<file path="src/rtl/program_loader_pkg.sv">
// Shared definitions for the program-memory download path: loader state
// encodings and the instruction/address width defaults used by PMem and the core.
package program_loader_pkg;

    localparam int unsigned INST_W_DEF = 12;
    localparam int unsigned ADDR_W_DEF = 8;

    typedef enum logic [1:0] {
        LDR_IDLE  = 2'b00,
        LDR_SHIFT = 2'b01,
        LDR_WRITE = 2'b10,
        LDR_DONE  = 2'b11
    } ldr_state_t;

endpackage

</file>
<file path="src/rtl/program_loader_if.sv">
// Serial download stream plus PMem load-port bundle; master is the loader,
// slave is the stream source / PMem side.
interface program_loader_if
    import program_loader_pkg::*;
#(
    parameter int unsigned INST_W = INST_W_DEF,
    parameter int unsigned ADDR_W = ADDR_W_DEF
);
    logic              start;
    logic              ser_valid;
    logic              ser_bit;
    logic              ser_ready;
    logic              load_e;
    logic [ADDR_W-1:0] load_addr;
    logic [INST_W-1:0] load_inst;
    logic              load_done;
    logic              busy;
    logic              err_ovf;

    modport master (
        input  start, ser_valid, ser_bit,
        output ser_ready, load_e, load_addr, load_inst, load_done, busy, err_ovf
    );

    modport slave (
        output start, ser_valid, ser_bit,
        input  ser_ready, load_e, load_addr, load_inst, load_done, busy, err_ovf
    );
endinterface

</file>
<file path="src/rtl/program_loader_bit_deserializer.sv">
// MSB-first shift register with bit counter; word_full strobes during the
// cycle in which the W-th bit of a word is being shifted in.
module bit_deserializer #(
    parameter int unsigned W = 12
) (
    input  logic         clk,
    input  logic         rst,
    input  logic         clr,
    input  logic         shift_en,
    input  logic         bit_in,
    output logic [W-1:0] word,
    output logic         word_full
);
    localparam int unsigned CW = (W > 1) ? $clog2(W) : 1;

    logic [CW-1:0] bit_cnt;

    // Combinational so the loader can enter WRITE on the same edge that takes the last bit
    assign word_full = shift_en && (bit_cnt == CW'(W - 1));

    always_ff @(posedge clk) begin
        if (!rst) begin
            word    <= '0;
            bit_cnt <= '0;
        end else if (clr) begin
            word    <= '0;
            bit_cnt <= '0;
        end else if (shift_en) begin
            word    <= {word[W-2:0], bit_in};
            bit_cnt <= word_full ? '0 : bit_cnt + 1'b1;
        end
    end
endmodule

</file>
<file path="src/rtl/program_loader.sv">
// Program loader: assembles serial bits into instructions and writes them
// into PMem one strobe per word, raising load_done after the last word.
module program_loader
    import program_loader_pkg::*;
#(
    parameter int unsigned INST_W     = INST_W_DEF,
    parameter int unsigned ADDR_W     = ADDR_W_DEF,
    parameter int unsigned PROG_WORDS = 10
) (
    input logic               clk,
    input logic               rst,
    program_loader_if.master  bus
);
    localparam logic [ADDR_W:0] LAST_WORD = (ADDR_W + 1)'(PROG_WORDS - 1);

    ldr_state_t        state;
    logic [ADDR_W:0]   word_cnt;
    logic [INST_W-1:0] sr_word;
    logic              word_full;
    logic              accept;
    logic              ser_ready_q, load_e_q, load_done_q, busy_q, err_ovf_q;
    logic [ADDR_W-1:0] load_addr_q;
    logic [INST_W-1:0] load_inst_q;

    // ser_ready_q is high exactly in SHIFT, so it doubles as the accept qualifier
    assign accept = bus.ser_valid && ser_ready_q && !bus.start;

    bit_deserializer #(.W(INST_W)) u_deser (
        .clk       (clk),
        .rst       (rst),
        .clr       (bus.start),
        .shift_en  (accept),
        .bit_in    (bus.ser_bit),
        .word      (sr_word),
        .word_full (word_full)
    );

    always_ff @(posedge clk) begin
        if (!rst) begin
            state       <= LDR_IDLE;
            word_cnt    <= '0;
            ser_ready_q <= 1'b0;
            load_e_q    <= 1'b0;
            load_addr_q <= '0;
            load_inst_q <= '0;
            load_done_q <= 1'b0;
            busy_q      <= 1'b0;
            err_ovf_q   <= 1'b0;
        end else if (bus.start) begin
            // A write in progress this cycle has already been presented to PMem
            state       <= LDR_SHIFT;
            word_cnt    <= '0;
            ser_ready_q <= 1'b1;
            load_e_q    <= 1'b0;
            load_done_q <= 1'b0;
            busy_q      <= 1'b1;
            err_ovf_q   <= 1'b0;
        end else begin
            unique case (state)
                LDR_IDLE: ;
                LDR_SHIFT: begin
                    if (word_full) begin
                        state       <= LDR_WRITE;
                        ser_ready_q <= 1'b0;
                        load_e_q    <= 1'b1;
                        load_addr_q <= word_cnt[ADDR_W-1:0];
                        load_inst_q <= INST_W'({sr_word, bus.ser_bit});
                    end
                end
                LDR_WRITE: begin
                    load_e_q <= 1'b0;
                    word_cnt <= word_cnt + 1'b1;
                    if (word_cnt == LAST_WORD) begin
                        state       <= LDR_DONE;
                        load_addr_q <= '0;
                        load_done_q <= 1'b1;
                        busy_q      <= 1'b0;
                    end else begin
                        state       <= LDR_SHIFT;
                        ser_ready_q <= 1'b1;
                    end
                end
                LDR_DONE: begin
                    if (bus.ser_valid) err_ovf_q <= 1'b1;
                end
                default: state <= LDR_IDLE;
            endcase
        end
    end

    assign bus.ser_ready = ser_ready_q;
    assign bus.load_e    = load_e_q;
    assign bus.load_addr = load_addr_q;
    assign bus.load_inst = load_inst_q;
    assign bus.load_done = load_done_q;
    assign bus.busy      = busy_q;
    assign bus.err_ovf   = err_ovf_q;
endmodule
</file>
<file path="src/flat_wrapper.sv">
// flat-port wrapper written by rule: the top's interface ports become plain ports
module program_loader_flat import program_loader_pkg::*;
#(
    parameter int unsigned INST_W     = INST_W_DEF,
    parameter int unsigned ADDR_W     = ADDR_W_DEF,
    parameter int unsigned PROG_WORDS = 10
)
  (clk, rst, bus_start, bus_ser_valid, bus_ser_bit, bus_ser_ready, bus_load_e, bus_load_addr, bus_load_inst, bus_load_done, bus_busy, bus_err_ovf);
  program_loader_if #(.INST_W(INST_W), .ADDR_W(ADDR_W)) bus_i ();
  input logic clk;
  input logic rst;
  input wire logic [$bits(bus_i.start)-1:0] bus_start;
  input wire logic [$bits(bus_i.ser_valid)-1:0] bus_ser_valid;
  input wire logic [$bits(bus_i.ser_bit)-1:0] bus_ser_bit;
  output wire logic [$bits(bus_i.ser_ready)-1:0] bus_ser_ready;
  output wire logic [$bits(bus_i.load_e)-1:0] bus_load_e;
  output wire logic [$bits(bus_i.load_addr)-1:0] bus_load_addr;
  output wire logic [$bits(bus_i.load_inst)-1:0] bus_load_inst;
  output wire logic [$bits(bus_i.load_done)-1:0] bus_load_done;
  output wire logic [$bits(bus_i.busy)-1:0] bus_busy;
  output wire logic [$bits(bus_i.err_ovf)-1:0] bus_err_ovf;
  assign bus_i.start = bus_start;
  assign bus_i.ser_valid = bus_ser_valid;
  assign bus_i.ser_bit = bus_ser_bit;
  assign bus_ser_ready = bus_i.ser_ready;
  assign bus_load_e = bus_i.load_e;
  assign bus_load_addr = bus_i.load_addr;
  assign bus_load_inst = bus_i.load_inst;
  assign bus_load_done = bus_i.load_done;
  assign bus_busy = bus_i.busy;
  assign bus_err_ovf = bus_i.err_ovf;
  program_loader #(.INST_W(INST_W), .ADDR_W(ADDR_W), .PROG_WORDS(PROG_WORDS)) u_core (.clk(clk), .rst(rst), .bus(bus_i));
endmodule
</file>
<file path="config.mk">
export PLATFORM = sky130hd
export DESIGN_NAME = program_loader_flat
export DESIGN_NICKNAME = d
export VERILOG_FILES = /design/src/rtl/program_loader_pkg.sv /design/src/rtl/program_loader_if.sv /design/src/rtl/program_loader_bit_deserializer.sv /design/src/rtl/program_loader.sv /design/src/flat_wrapper.sv
export SDC_FILE = /design/constraint.sdc
export NUM_CORES = 1
export LEC_CHECK = 0
export ABC_CLOCK_PERIOD_IN_PS = 2100
export BUFFER_PORTS_ARGS = -buffer_cell sky130_fd_sc_hd__buf_4
export CORE_ASPECT_RATIO = 0.9
export CORE_MARGIN = 4
export CORE_UTILIZATION = 56
export DETAILED_ROUTE_END_ITERATION = 16
export PLACE_DENSITY = 0.8
export SYNTH_ARGS = -nofsm -noshare
export SYNTH_HDL_FRONTEND = slang
export SYNTH_HIERARCHICAL = 1
export SYNTH_SLANG_ARGS = --single-unit
export TNS_END_PERCENT = 1
</file>
<file path="constraint.sdc">
create_clock -name clk -period 2.1 [get_ports clk]
set_input_delay 0.21 -clock clk [delete_from_list [all_inputs] [get_ports clk]]
set_output_delay 0.21 -clock clk [all_outputs]
set_load 0.02 [all_outputs]
</file>
==> key figures <==
Critical path
  • Type of origin of the critical path: register
  • CP Data Required Time: 2.33 ns
  • CP max FO: 22
  • Element type at the critical path end: register
  • Worst Setup SP: u_core/u_deser/bit_cnt[0]
  • Setup slack of the most critical reg-to-reg path: 0.26 ns
  • Data arrival time of the worst path: 2.07 ns
  • Type of the setup path with the least slack: reg -> reg
  • Launching point of the worst reg2reg path: u_core/u_deser/bit_cnt[0]

Route
  • Drt drc: 0
  • Top metal layer carrying routed signals: met4
  • WL met3: 266 µm
  • Initial DRC count: 146
  • Via Count: 1621
  • Iteration count of the initial detailed-routing pass: 4
  • Number of routed nets with antenna violations: 0
  • Wirelength, routed: 3.97 mm
  • Post-Route M1 WL: 1.95 mm
  • DR WL met2: 1.70 mm
  • Detailed-route vias per instance: 5.48
  • Routed length per placed instance: 13.4 µm

Power and ir drop
  • PnR Total Power: 1.83 mW
  • Max IR drop VDD: 0.526 mV
  • Int Pwr: 1.47 mW
  • Switching component of the power: 0.353 mW
  • Leakage power: 0.917 nW
  • Share of total power in combinational logic: 0.033
  • Share of total power in the clock network: 0.432
  • Power density cells: 739 nW/µm²
  • Switching portion of total power: 0.193
  • Sequential Power Share: 0.535

Cells and area
  • Layout-stage area growth over the synthesis result: 15.8%
  • # fillers: 275
  • Post-layout instance count excluding filler cells: 296
  • Nets: 259
  • Antenna Cells: 0
  • Core occupancy in the finished layout: 0.700
  • Layout cell share with drive strength beyond 1: 0.190
  • Finished layout cell area: 2470 µm²

Timing
  • Max Clk Rate: 0.542 GHz
  • Relative slew slack: 0.600
  • Shortest period the worst path allows: 1.84 ns
  • Part of the cycle the worst path needs: 0.878
  • Setup violation total in the final timing report: 0
  • Fin Hold WS: 0.161 ns
  • Tightest Pin Transition: 0.599 ns
  • Setup_tns: 0 ns
  • Setup WS post-layout: 0.256 ns
  • Setup clock skew after layout: 0.00936 ns
  • Number of pins with negative max-slew slack in the final report: 0
  • Endpoints failing hold: 0
  • Setup repair after global routing missed its margin: false

CTS
  • Number of setup buffers added after CTS: 0
  • Clock tree from TritonCTS: done
  • Clock root buffer master: clkbuf_8
  • Number of sinks on the clock net: 51
  • Number of buffers added by the clock tree synthesis step: 5
  • Clock insertion delay at the later pin of the skew report: 0.30 ns
  • Clock H-tree levels: 2
  • Clock tree buffer depth: 2
  • Number of gates resized after cts: 0
  • Post-cts hold buffer count: 0
  • Clock input transition at the sequential cells of the worst setup and hold paths: 0.09 ns

Die
  • Area of the placeable core: 3530 µm²
  • Die X: 73.1 µm
  • Die Outline Area: 4860 µm²
  • Floorplan die height: 66.6 µm
  • Starting utilization of the core area: 0.605
  • Number of core rows: 20
  • Number of top-level pins: 30

Placement
  • DPL Wire Length: 2.70 mm
  • Dpl ws: 0.288 ns
  • Number of placed cells counting well taps: 288
  • Cell area reported after detailed placement: 2340 µm²
  • RD Place Congestion: 0.784
  • Buffers on Ports: 29

GRT
  • Largest net degree at the start of global routing: 23
  • Antenna violations before repair: 0
  • Wire length of the first global-routing pass: 6.51 mm
  • Total gr overflow: 0
  • Combined global-route utilization of all metal layers: 0.172
  • Number of global-route vias before repair: 1455

Hold path
  • Hold WC Path Type: in -> reg
  • Source of the worst hold timing path: bus_ser_bit

Status
  • Result of the run: complete, no violations

Job
  • Max-Cap Viols: 0

Logic synthesis
  • Post-synth design cell area: 2130 µm²
  • Avg Cell Area, Syn: 9.44 µm²
  • Number of instances in the synthesized netlist: 226
  • Post-Synthesis Net Count: 234
  • Number of warnings reported in the yosys synthesis log: 6
final cells by class:
class,count,area (µm²),share of cell area
sequential,51,1020,0.413
clock inverter,2,60.1,0.0243
clock buffer,6,72.6,0.0294
multi-input combinational,155,1000,0.406
timing repair buffer,31,233,0.0942
tap,44,55.1,0.0223
inverter,7,26.3,0.0106
path summary, 6_finish.rpt:
path,endpoint,depth (start not counted)
worst max-delay path,u_core/bus.load_inst[10],6
worst min-delay path,u_core/u_deser/word[0],3
worst max register to register,u_core/bus.load_inst[10],6
worst min register to register,u_core/bus.load_addr[7],2
per-layer routing:
layer / global-route usage / up-vias
met1: 0.225 / 743
met3: 0.0588 / 4
li1: - / 825
met2: 0.262 / 49
met4: 0.0622 / 0
met5: 0 / -
critical path: stages (launching register included):
cell      delay, ns
dfxtp_1        0.39
ha_1           0.19
nand4b_1       0.18
inv_1          0.16
and4bb_2       0.56
nand2_1        0.11
a21boi_0       0.18
cell usage in the layout, fill, tap and decap left out, types with 2 or more instances in the layout:
master,count
nand2b_1,5
nand4_1,4
mux2i_1,12
o31ai_1,3
nor3_1,2
o31ai_2,2
nand3b_1,3
o21a_1,4
or4_1,3
nor2b_1,3
buf_4,31
nor2_1,17
inv_1,7
ha_1,3
nand4b_1,2
xor2_1,3
clkbuf_8,5
dfxtp_1,51
a211oi_1,2
bufinv_16,2
nand2_1,43
a21boi_0,12
a21oi_1,12
o21ai_0,4
sequential cells by signal, indices dropped and copies added, names as in the netlist:
signal	cells
u_core/bus.load_inst	12
u_core/bus.ser_ready	1
u_core/word_cnt	9
u_core/bus.load_done	1
u_core/state	2
u_core/bus.load_e	1
u_core/bus.load_addr	8
u_core/bus.busy	1
u_core/u_deser/word	11
u_core/u_deser/bit_cnt	4
u_core/bus.err_ovf	1
power groups by stage:
stage / registers [mW] / clock network [mW] / logic, mW
floorplan: 1.00 / 0 / 0.0433
detailed placement: 1.00 / 0 / 0.0608
global placement: 1.00 / 0 / 0.0601
global route: 0.978 / 0.840 / 0.0649
finish: 0.977 / 0.788 / 0.0610
CTS: 0.977 / 0.802 / 0.0611
(Power assumes the default switching activity.)
